--- config.mk ---
export PLATFORM = sky130hd
export DESIGN_NAME = if_stage_prefetch
export DESIGN_NICKNAME = d
export VERILOG_FILES = /design/src/rtl/if_stage_prefetch.sv
export SDC_FILE = /design/constraint.sdc
export NUM_CORES = 1
export LEC_CHECK = 0
export ABC_AREA = 1
export CORE_AREA = 3 3 203 305
export CTS_CLUSTER_SIZE = 14
export DETAILED_ROUTE_END_ITERATION = 7
export DIE_AREA = 0 0 206 308
export DONT_BUFFER_PORTS = 1
export GPL_TIMING_DRIVEN = 0
export PLACE_DENSITY = 0.46
export SETUP_SLACK_MARGIN = 0.5
export SYNTH_ARGS = -nofsm -noshare
export SYNTH_HDL_FRONTEND = slang
export SYNTH_SLANG_ARGS = --single-unit
--- constraint.sdc ---
create_clock -name clk_i -period 25.2 [get_ports clk_i]
set_clock_uncertainty 0.1 [all_clocks]
set_input_delay 7.56 -clock clk_i [delete_from_list [all_inputs] [get_ports clk_i]]
set_output_delay 7.56 -clock clk_i [all_outputs]
set_load 0.02 [all_outputs]
--- src/rtl/if_stage_prefetch.sv ---
// Instruction-fetch stage with a prefetch queue.
// Issues sequential fetches with several requests in flight, keeps each request's
// address in a small tag FIFO so it can be paired with its in-order response, and
// buffers {pc, instruction} pairs in a DEPTH-entry queue read by ID.
// Handshake: a fetch is transferred on a rising edge where mem_req_o && mem_gnt_i;
// mem_addr_o holds while mem_req_o waits for a grant. Responses carry no handshake:
// each mem_rvalid_i cycle retires the oldest request in flight.
module if_stage_prefetch #(
    parameter int                ADDR_W    = 32,
    parameter int                DATA_W    = 32,
    parameter int                DEPTH     = 4,
    parameter int                MAX_OUTST = 2,
    parameter logic [ADDR_W-1:0] RESET_PC  = '0,
    parameter int                PC_STEP   = 4
) (
    input  logic              clk_i,
    input  logic              rst_i,
    input  logic              freeze_i,
    input  logic              branch_taken_i,
    input  logic [ADDR_W-1:0] branch_addr_i,
    output logic              mem_req_o,
    output logic [ADDR_W-1:0] mem_addr_o,
    input  logic              mem_gnt_i,
    input  logic              mem_rvalid_i,
    input  logic [DATA_W-1:0] mem_rdata_i,
    output logic [ADDR_W-1:0] pc_o,
    output logic [DATA_W-1:0] instruction_o,
    output logic              valid_o
);

    localparam int PW = $clog2(DEPTH);
    localparam int CW = $clog2(DEPTH + 1);
    localparam int OW = $clog2(MAX_OUTST + 1);
    localparam int TW = (MAX_OUTST > 1) ? $clog2(MAX_OUTST) : 1;

    logic [ADDR_W-1:0] fetch_pc_q, fetch_pc_d;
    logic [ADDR_W-1:0] q_pc_q   [DEPTH];
    logic [DATA_W-1:0] q_data_q [DEPTH];
    logic [PW-1:0]     rd_ptr_q, wr_ptr_q;
    logic [CW-1:0]     count_q, count_d;
    logic [OW-1:0]     outst_q, outst_d;
    logic [OW-1:0]     drop_q, drop_d;
    logic [ADDR_W-1:0] tag_q [MAX_OUTST];
    logic [TW-1:0]     tag_rd_q, tag_wr_q, tag_rd_nxt, tag_wr_nxt;

    logic can_issue, grant, push, pop;

    // Credits: every request in flight owns a queue slot, so a response can always be pushed.
    assign can_issue  = (int'(count_q) + int'(outst_q) < DEPTH) && (int'(outst_q) < MAX_OUTST);
    assign mem_req_o  = !rst_i && !branch_taken_i && can_issue;
    assign mem_addr_o = fetch_pc_q;
    assign grant      = mem_req_o && mem_gnt_i;

    assign push = mem_rvalid_i && (drop_q == '0) && !branch_taken_i;
    assign pop  = valid_o && !freeze_i && !branch_taken_i;

    assign valid_o       = (count_q != '0);
    assign pc_o          = q_pc_q[rd_ptr_q];
    assign instruction_o = q_data_q[rd_ptr_q];

    assign tag_wr_nxt = (tag_wr_q == TW'(MAX_OUTST - 1)) ? '0 : tag_wr_q + 1'b1;
    assign tag_rd_nxt = (tag_rd_q == TW'(MAX_OUTST - 1)) ? '0 : tag_rd_q + 1'b1;

    // Next-state for fetch PC, occupancy, in-flight and squash counters.
    always_comb begin
        fetch_pc_d = fetch_pc_q;
        if (branch_taken_i)
            fetch_pc_d = branch_addr_i;
        else if (grant)
            fetch_pc_d = fetch_pc_q + ADDR_W'(PC_STEP);

        outst_d = outst_q;
        if (grant && !mem_rvalid_i)
            outst_d = outst_q + 1'b1;
        else if (!grant && mem_rvalid_i)
            outst_d = outst_q - 1'b1;

        // No grant can coincide with a branch, so outst_d is exactly what is still
        // in flight after this edge; all of it belongs to the old path.
        drop_d = drop_q;
        if (branch_taken_i)
            drop_d = outst_d;
        else if (mem_rvalid_i && (drop_q != '0))
            drop_d = drop_q - 1'b1;

        count_d = count_q;
        if (branch_taken_i)
            count_d = '0;
        else if (push && !pop)
            count_d = count_q + 1'b1;
        else if (pop && !push)
            count_d = count_q - 1'b1;
    end

    // Control registers: PC, queue pointers, counters and tag FIFO pointers.
    always_ff @(posedge clk_i) begin
        if (rst_i) begin
            fetch_pc_q <= RESET_PC;
            rd_ptr_q   <= '0;
            wr_ptr_q   <= '0;
            count_q    <= '0;
            outst_q    <= '0;
            drop_q     <= '0;
            tag_rd_q   <= '0;
            tag_wr_q   <= '0;
        end else begin
            fetch_pc_q <= fetch_pc_d;
            count_q    <= count_d;
            outst_q    <= outst_d;
            drop_q     <= drop_d;
            if (branch_taken_i) begin
                rd_ptr_q <= '0;
                wr_ptr_q <= '0;
            end else begin
                if (push) wr_ptr_q <= wr_ptr_q + 1'b1;
                if (pop)  rd_ptr_q <= rd_ptr_q + 1'b1;
            end
            if (grant)        tag_wr_q <= tag_wr_nxt;
            if (mem_rvalid_i) tag_rd_q <= tag_rd_nxt;
        end
    end

    // Queue storage; cleared on reset so pc_o/instruction_o read zero.
    always_ff @(posedge clk_i) begin
        if (rst_i) begin
            for (int i = 0; i < DEPTH; i++) begin
                q_pc_q[i]   <= '0;
                q_data_q[i] <= '0;
            end
        end else if (push) begin
            q_pc_q[wr_ptr_q]   <= tag_q[tag_rd_q];
            q_data_q[wr_ptr_q] <= mem_rdata_i;
        end
    end

    // Tag FIFO: address of each granted request, retired by its response.
    always_ff @(posedge clk_i) begin
        if (grant)
            tag_q[tag_wr_q] <= fetch_pc_q;
    end

    // A response with nothing in flight means the memory side is out of step.
    always_ff @(posedge clk_i) begin
        if (!rst_i && mem_rvalid_i)
            assert (outst_q != '0);
    end

endmodule

==> impl_metrics.xml <==
<?xml version="1.0" encoding="UTF-8"?>
<metrics>
  <group name="place">
    <metric name="place.gp.congestion" unit="">0.908</metric>
    <metric name="numPortBuffers" unit="">0</metric>
    <metric name="dp_slack" unit="ns">9.20</metric>
    <metric name="place.detailed.hpwl" unit="um">34900</metric>
    <metric name="detailed_place.area" unit="um^2">17300</metric>
  </group>
  <group name="timing">
    <metric name="grt_setup_unrepaired" unit="">false</metric>
    <metric name="setup-tns-final" unit="ns">0</metric>
    <metric name="slack_of_the_critical_path" unit="ns">9.20</metric>
    <metric name="timing.max_slew.rel_slack" unit="">0.270</metric>
    <metric name="layout_worst_path_cycle_share" unit="">0.635</metric>
    <metric name="layout_min_cycle_time" unit="ns">16.00</metric>
    <metric name="clock.fmax" unit="MHz">62.5</metric>
    <metric name="finalSetupViolations" unit="">0</metric>
    <metric name="final_max_slew_viol_count" unit="">0</metric>
    <metric name="finalHoldViolations" unit="">0</metric>
    <metric name="tightestPinTransition" unit="ns">1.10</metric>
  </group>
  <group name="routing">
    <metric name="route.detailed.drc" unit="">0</metric>
    <metric name="finalWirelength" unit="um">50200</metric>
    <metric name="vias_per_cell" unit="">4.66</metric>
    <metric name="antenna_left" unit="">0</metric>
    <metric name="routed_via_count" unit="">11228</metric>
    <metric name="route.detailed.wl_per_inst" unit="um">20.8</metric>
    <metric name="drt_first_iter_violations" unit="">568</metric>
    <metric name="first_pass_iters" unit="">5</metric>
  </group>
  <group name="clock_network">
    <metric name="cts_setup_buffers" unit="">0</metric>
    <metric name="cts_root_buffer" unit="">sky130_fd_sc_hd__clkbuf_16</metric>
    <metric name="ctsLongestPathBuffers" unit="">3</metric>
    <metric name="clkTransAtPathRegs" unit="ns">0.06</metric>
    <metric name="worst_skew_pair.late_latency" unit="ns">0.54</metric>
    <metric name="post_cts.resized_instances" unit="">0</metric>
    <metric name="clkSinkCount" unit="">368</metric>
    <metric name="cts_tree" unit="">done</metric>
    <metric name="cts_bufs_inserted" unit="">40</metric>
    <metric name="cts.hold.buffers_added" unit="">0</metric>
    <metric name="h-tree-depth" unit="">2</metric>
  </group>
  <group name="synthesis">
    <metric name="synth_top_cell_by_area" unit="">sky130_fd_sc_hd__edfxtp_1</metric>
    <metric name="synth_seq_area_share" unit="">0.659</metric>
    <metric name="yosys_warns" unit="">0</metric>
    <metric name="post_synthesis_register_bit_count" unit="">368</metric>
    <metric name="synth_cell_type_count" unit="">36</metric>
    <metric name="synth_edf_count" unit="">320</metric>
    <metric name="synth.top_cells.by_area" unit="">sky130_fd_sc_hd__edfxtp_1 60%, sky130_fd_sc_hd__nor2_1 9.9%, sky130_fd_sc_hd__dfxtp_1 6.0%, sky130_fd_sc_hd__o21ai_0 4.9%, sky130_fd_sc_hd__nand2_1 3.7%</metric>
    <metric name="synthFlopType" unit="">sky130_fd_sc_hd__edfxtp_1</metric>
    <metric name="synthesis.instances" unit="">1545</metric>
    <metric name="yosysMostFrequentCell" unit="">sky130_fd_sc_hd__nor2_1</metric>
    <metric name="async_flop_share" unit="">0</metric>
    <metric name="yosys.area.top_type_share" unit="">0.599</metric>
    <metric name="synth.cells.most_frequent" unit="">423 x sky130_fd_sc_hd__nor2_1, 320 x sky130_fd_sc_hd__edfxtp_1, 157 x sky130_fd_sc_hd__nand2_1</metric>
    <metric name="syn_avg_cell_area" unit="um^2">10.4</metric>
    <metric name="synth_nets" unit="">1620</metric>
    <metric name="syn_area" unit="um^2">16000</metric>
  </group>
  <group name="outcome">
    <metric name="status" unit="">complete, no violations</metric>
  </group>
  <group name="critical_path">
    <metric name="rr_endpoint" unit="">q_pc_q[2][24]$_SDFFCE_PN0P_</metric>
    <metric name="critical_path_peak_fanout" unit="">9</metric>
    <metric name="worstPathRequired" unit="ns">17.54</metric>
    <metric name="timing.critical_path.to_type" unit="">output port</metric>
    <metric name="regToRegSetupSlack" unit="ns">22.17</metric>
    <metric name="critical_path.startpoint_type" unit="">primary input</metric>
    <metric name="worst_r2r_path_depth" unit="">8</metric>
    <metric name="critPathArrivalTime" unit="ns">8.34</metric>
    <metric name="r2r-start" unit="">drop_q[0]$_SDFFE_PP0P_</metric>
    <metric name="worstSetupPathType" unit="">in2out</metric>
  </group>
  <group name="min_path">
    <metric name="min_path_type" unit="">reg2reg</metric>
    <metric name="hold_depth" unit="">2</metric>
    <metric name="worstHoldStart" unit="">rd_ptr_q[1]$_SDFFE_PP0P_</metric>
    <metric name="holdPathEnd" unit="">rd_ptr_q[1]$_SDFFE_PP0P_</metric>
  </group>
  <group name="floorplanning">
    <metric name="die-area" unit="um^2">63400</metric>
    <metric name="number_of_rows_in_the_core_area" unit="">110</metric>
    <metric name="boundaryPins" unit="">168</metric>
    <metric name="die_x" unit="um">206</metric>
    <metric name="core_region_area" unit="um^2">59700</metric>
    <metric name="fp.dieH" unit="um">308</metric>
    <metric name="initial_core_util" unit="">0.268</metric>
  </group>
  <group name="finish">
    <metric name="fin_util" unit="">0.311</metric>
    <metric name="final_net_count" unit="">1671</metric>
    <metric name="drive_gt1_frac" unit="">0.0837</metric>
    <metric name="synthToLayoutAreaGrowth" unit="%">16.0</metric>
    <metric name="final.fill_count" unit="">6247</metric>
    <metric name="post-route-cell-area" unit="um^2">18600</metric>
    <metric name="antenna_cells_inserted" unit="">0</metric>
  </group>
  <group name="pwr">
    <metric name="p_leak" unit="nW">6.94</metric>
    <metric name="design_power_total" unit="W">0.00140</metric>
    <metric name="power.density" unit="nW/um^2">75.3</metric>
    <metric name="vdd_drop_max" unit="uV">45.5</metric>
  </group>
  <group name="job">
    <metric name="max_cap_violations" unit="">0</metric>
  </group>
  <group name="global_routing">
    <metric name="gr-usage-all-layers" unit="">0.156</metric>
    <metric name="antenna_violations_before_repair" unit="">0</metric>
    <metric name="grt_pass1_vias" unit="">11696</metric>
    <metric name="globalRoute.totalOverflow" unit="">0</metric>
    <metric name="grt_max_degree" unit="">48</metric>
    <metric name="global_route_wire_length_before_repair" unit="um">73800</metric>
  </group>
</metrics>
==> sequential cells by signal (all words and copies together) (netlist names), named ones only <==
register / cells
count_q: 3
mem_addr_o: 32
rd_ptr_q: 2
tag_rd_q: 1
drop_q: 2
outst_q: 2
q_data_q: 128
tag_q: 64
tag_wr_q: 1
wr_ptr_q: 2
q_pc_q: 128
==> through the flow <==
stage          hold slack (ns)  instances
4_1_cts                  0.388       2409
2_1_floorplan            0.336       1545
3_5_place_dp             0.378       2338
3_3_place_gp             0.357       2329
6_report                 0.384       2409
5_1_grt                  0.413       2409
==> layout make-up <==
| class | count | area (um^2) | share of cell area |
|---|---|---|---|
| Buffer | 84 | 404 | 0.0217 |
| Clock buffer | 58 | 1120 | 0.0602 |
| Tap cell | 784 | 981 | 0.0527 |
| Sequential cell | 368 | 10600 | 0.568 |
| Timing Repair Buffer | 9 | 218 | 0.0117 |
| Clock inverter | 13 | 198 | 0.0106 |
| Inverter | 133 | 502 | 0.0270 |
| Multi-Input combinational cell | 960 | 4610 | 0.248 |
==> kinds of logic (layout without fill, tap and decap cells) <==
group	count (synthesis)	in the layout	share of synthesized area
AOI/OAI and AO/OA	261	261	0.0875
xor gates and xnor gates	20	20	0.0109
adders and majority gates	5	5	0.00437
buffers and inverters	217	297	0.0565
DFF	368	368	0.659
muxes	32	32	0.0225
and+or+nand+nor	642	642	0.159
==> power by group <==
part | switching (W) | leakage (nW) | internal (W)
Sequential | 0.0000196 | 3.63 | 0.000688
Combinational | 0.0000684 | 2.67 | 0.0000254
Clock | 0.000239 | 0.638 | 0.000360
==> worst max-delay path by stage <==
stage / from / to / slack, ns / cells after the start
6_report: rst_i / mem_req_o / 9.20 / 4
5_1_grt: rst_i / mem_req_o / 9.15 / 4
4_1_cts: rst_i / mem_req_o / 9.20 / 4
3_5_place_dp: rst_i / mem_req_o / 9.20 / 4
3_3_place_gp: branch_taken_i / q_data_q[3][6]$_DFFE_PP_ / 7.18 / 4
2_1_floorplan: rst_i / mem_req_o / 9.36 / 4
==> worst max-delay path, cell delays in order <==
cell and delay (ns):
sky130_fd_sc_hd__buf_6 0.13, sky130_fd_sc_hd__nor2_8 0.17, sky130_fd_sc_hd__nand2_2 0.10, sky130_fd_sc_hd__nor2_2 0.38
==> metal layers <==
metal / up-vias / GRT usage / share of wire
li1: 5328 / - / -
met5: - / 0 / 0
met3: 84 / 0.0341 / 0.063
met1: 5435 / 0.178 / 0.38
met4: 0 / 0.0651 / 0.042
met2: 381 / 0.282 / 0.51
==> cell usage in the layout, fill, tap and decap left out, types with 2 or more instances in the layout <==
| master | instances |
|---|---|
| sky130_fd_sc_hd__a21oi_1 | 27 |
| sky130_fd_sc_hd__clkinv_1 | 4 |
| sky130_fd_sc_hd__clkinv_2 | 3 |
| sky130_fd_sc_hd__a31oi_1 | 3 |
| sky130_fd_sc_hd__o22ai_1 | 64 |
| sky130_fd_sc_hd__nand3_1 | 30 |
| sky130_fd_sc_hd__nor2_4 | 3 |
| sky130_fd_sc_hd__mux2_1 | 3 |
| sky130_fd_sc_hd__buf_4 | 3 |
| sky130_fd_sc_hd__bufinv_16 | 5 |
| sky130_fd_sc_hd__dfxtp_1 | 48 |
| sky130_fd_sc_hd__clkbuf_1 | 71 |
| sky130_fd_sc_hd__buf_6 | 8 |
| sky130_fd_sc_hd__nand2_4 | 3 |
| sky130_fd_sc_hd__buf_2 | 14 |
| sky130_fd_sc_hd__o211ai_1 | 2 |
| sky130_fd_sc_hd__o21ai_1 | 6 |
| sky130_fd_sc_hd__nor2_8 | 2 |
| sky130_fd_sc_hd__inv_1 | 129 |
| sky130_fd_sc_hd__buf_1 | 2 |
| sky130_fd_sc_hd__o21ai_0 | 155 |
| sky130_fd_sc_hd__mux2_2 | 29 |
| sky130_fd_sc_hd__clkbuf_16 | 41 |
| sky130_fd_sc_hd__nor2_1 | 421 |
| sky130_fd_sc_hd__edfxtp_1 | 320 |
| sky130_fd_sc_hd__nand2_1 | 154 |
| sky130_fd_sc_hd__nor3_1 | 16 |
| sky130_fd_sc_hd__clkbuf_8 | 3 |
| sky130_fd_sc_hd__xnor2_1 | 3 |
| sky130_fd_sc_hd__inv_6 | 2 |
| sky130_fd_sc_hd__xor2_1 | 17 |
| sky130_fd_sc_hd__ha_1 | 4 |
| sky130_fd_sc_hd__nand4_1 | 6 |
| sky130_fd_sc_hd__buf_16 | 5 |
| sky130_fd_sc_hd__a21o_1 | 2 |
| sky130_fd_sc_hd__buf_12 | 4 |
| sky130_fd_sc_hd__nor2_2 | 2 |
| sky130_fd_sc_hd__nand2_2 | 3 |
Power figures use the tool's default switching activity.
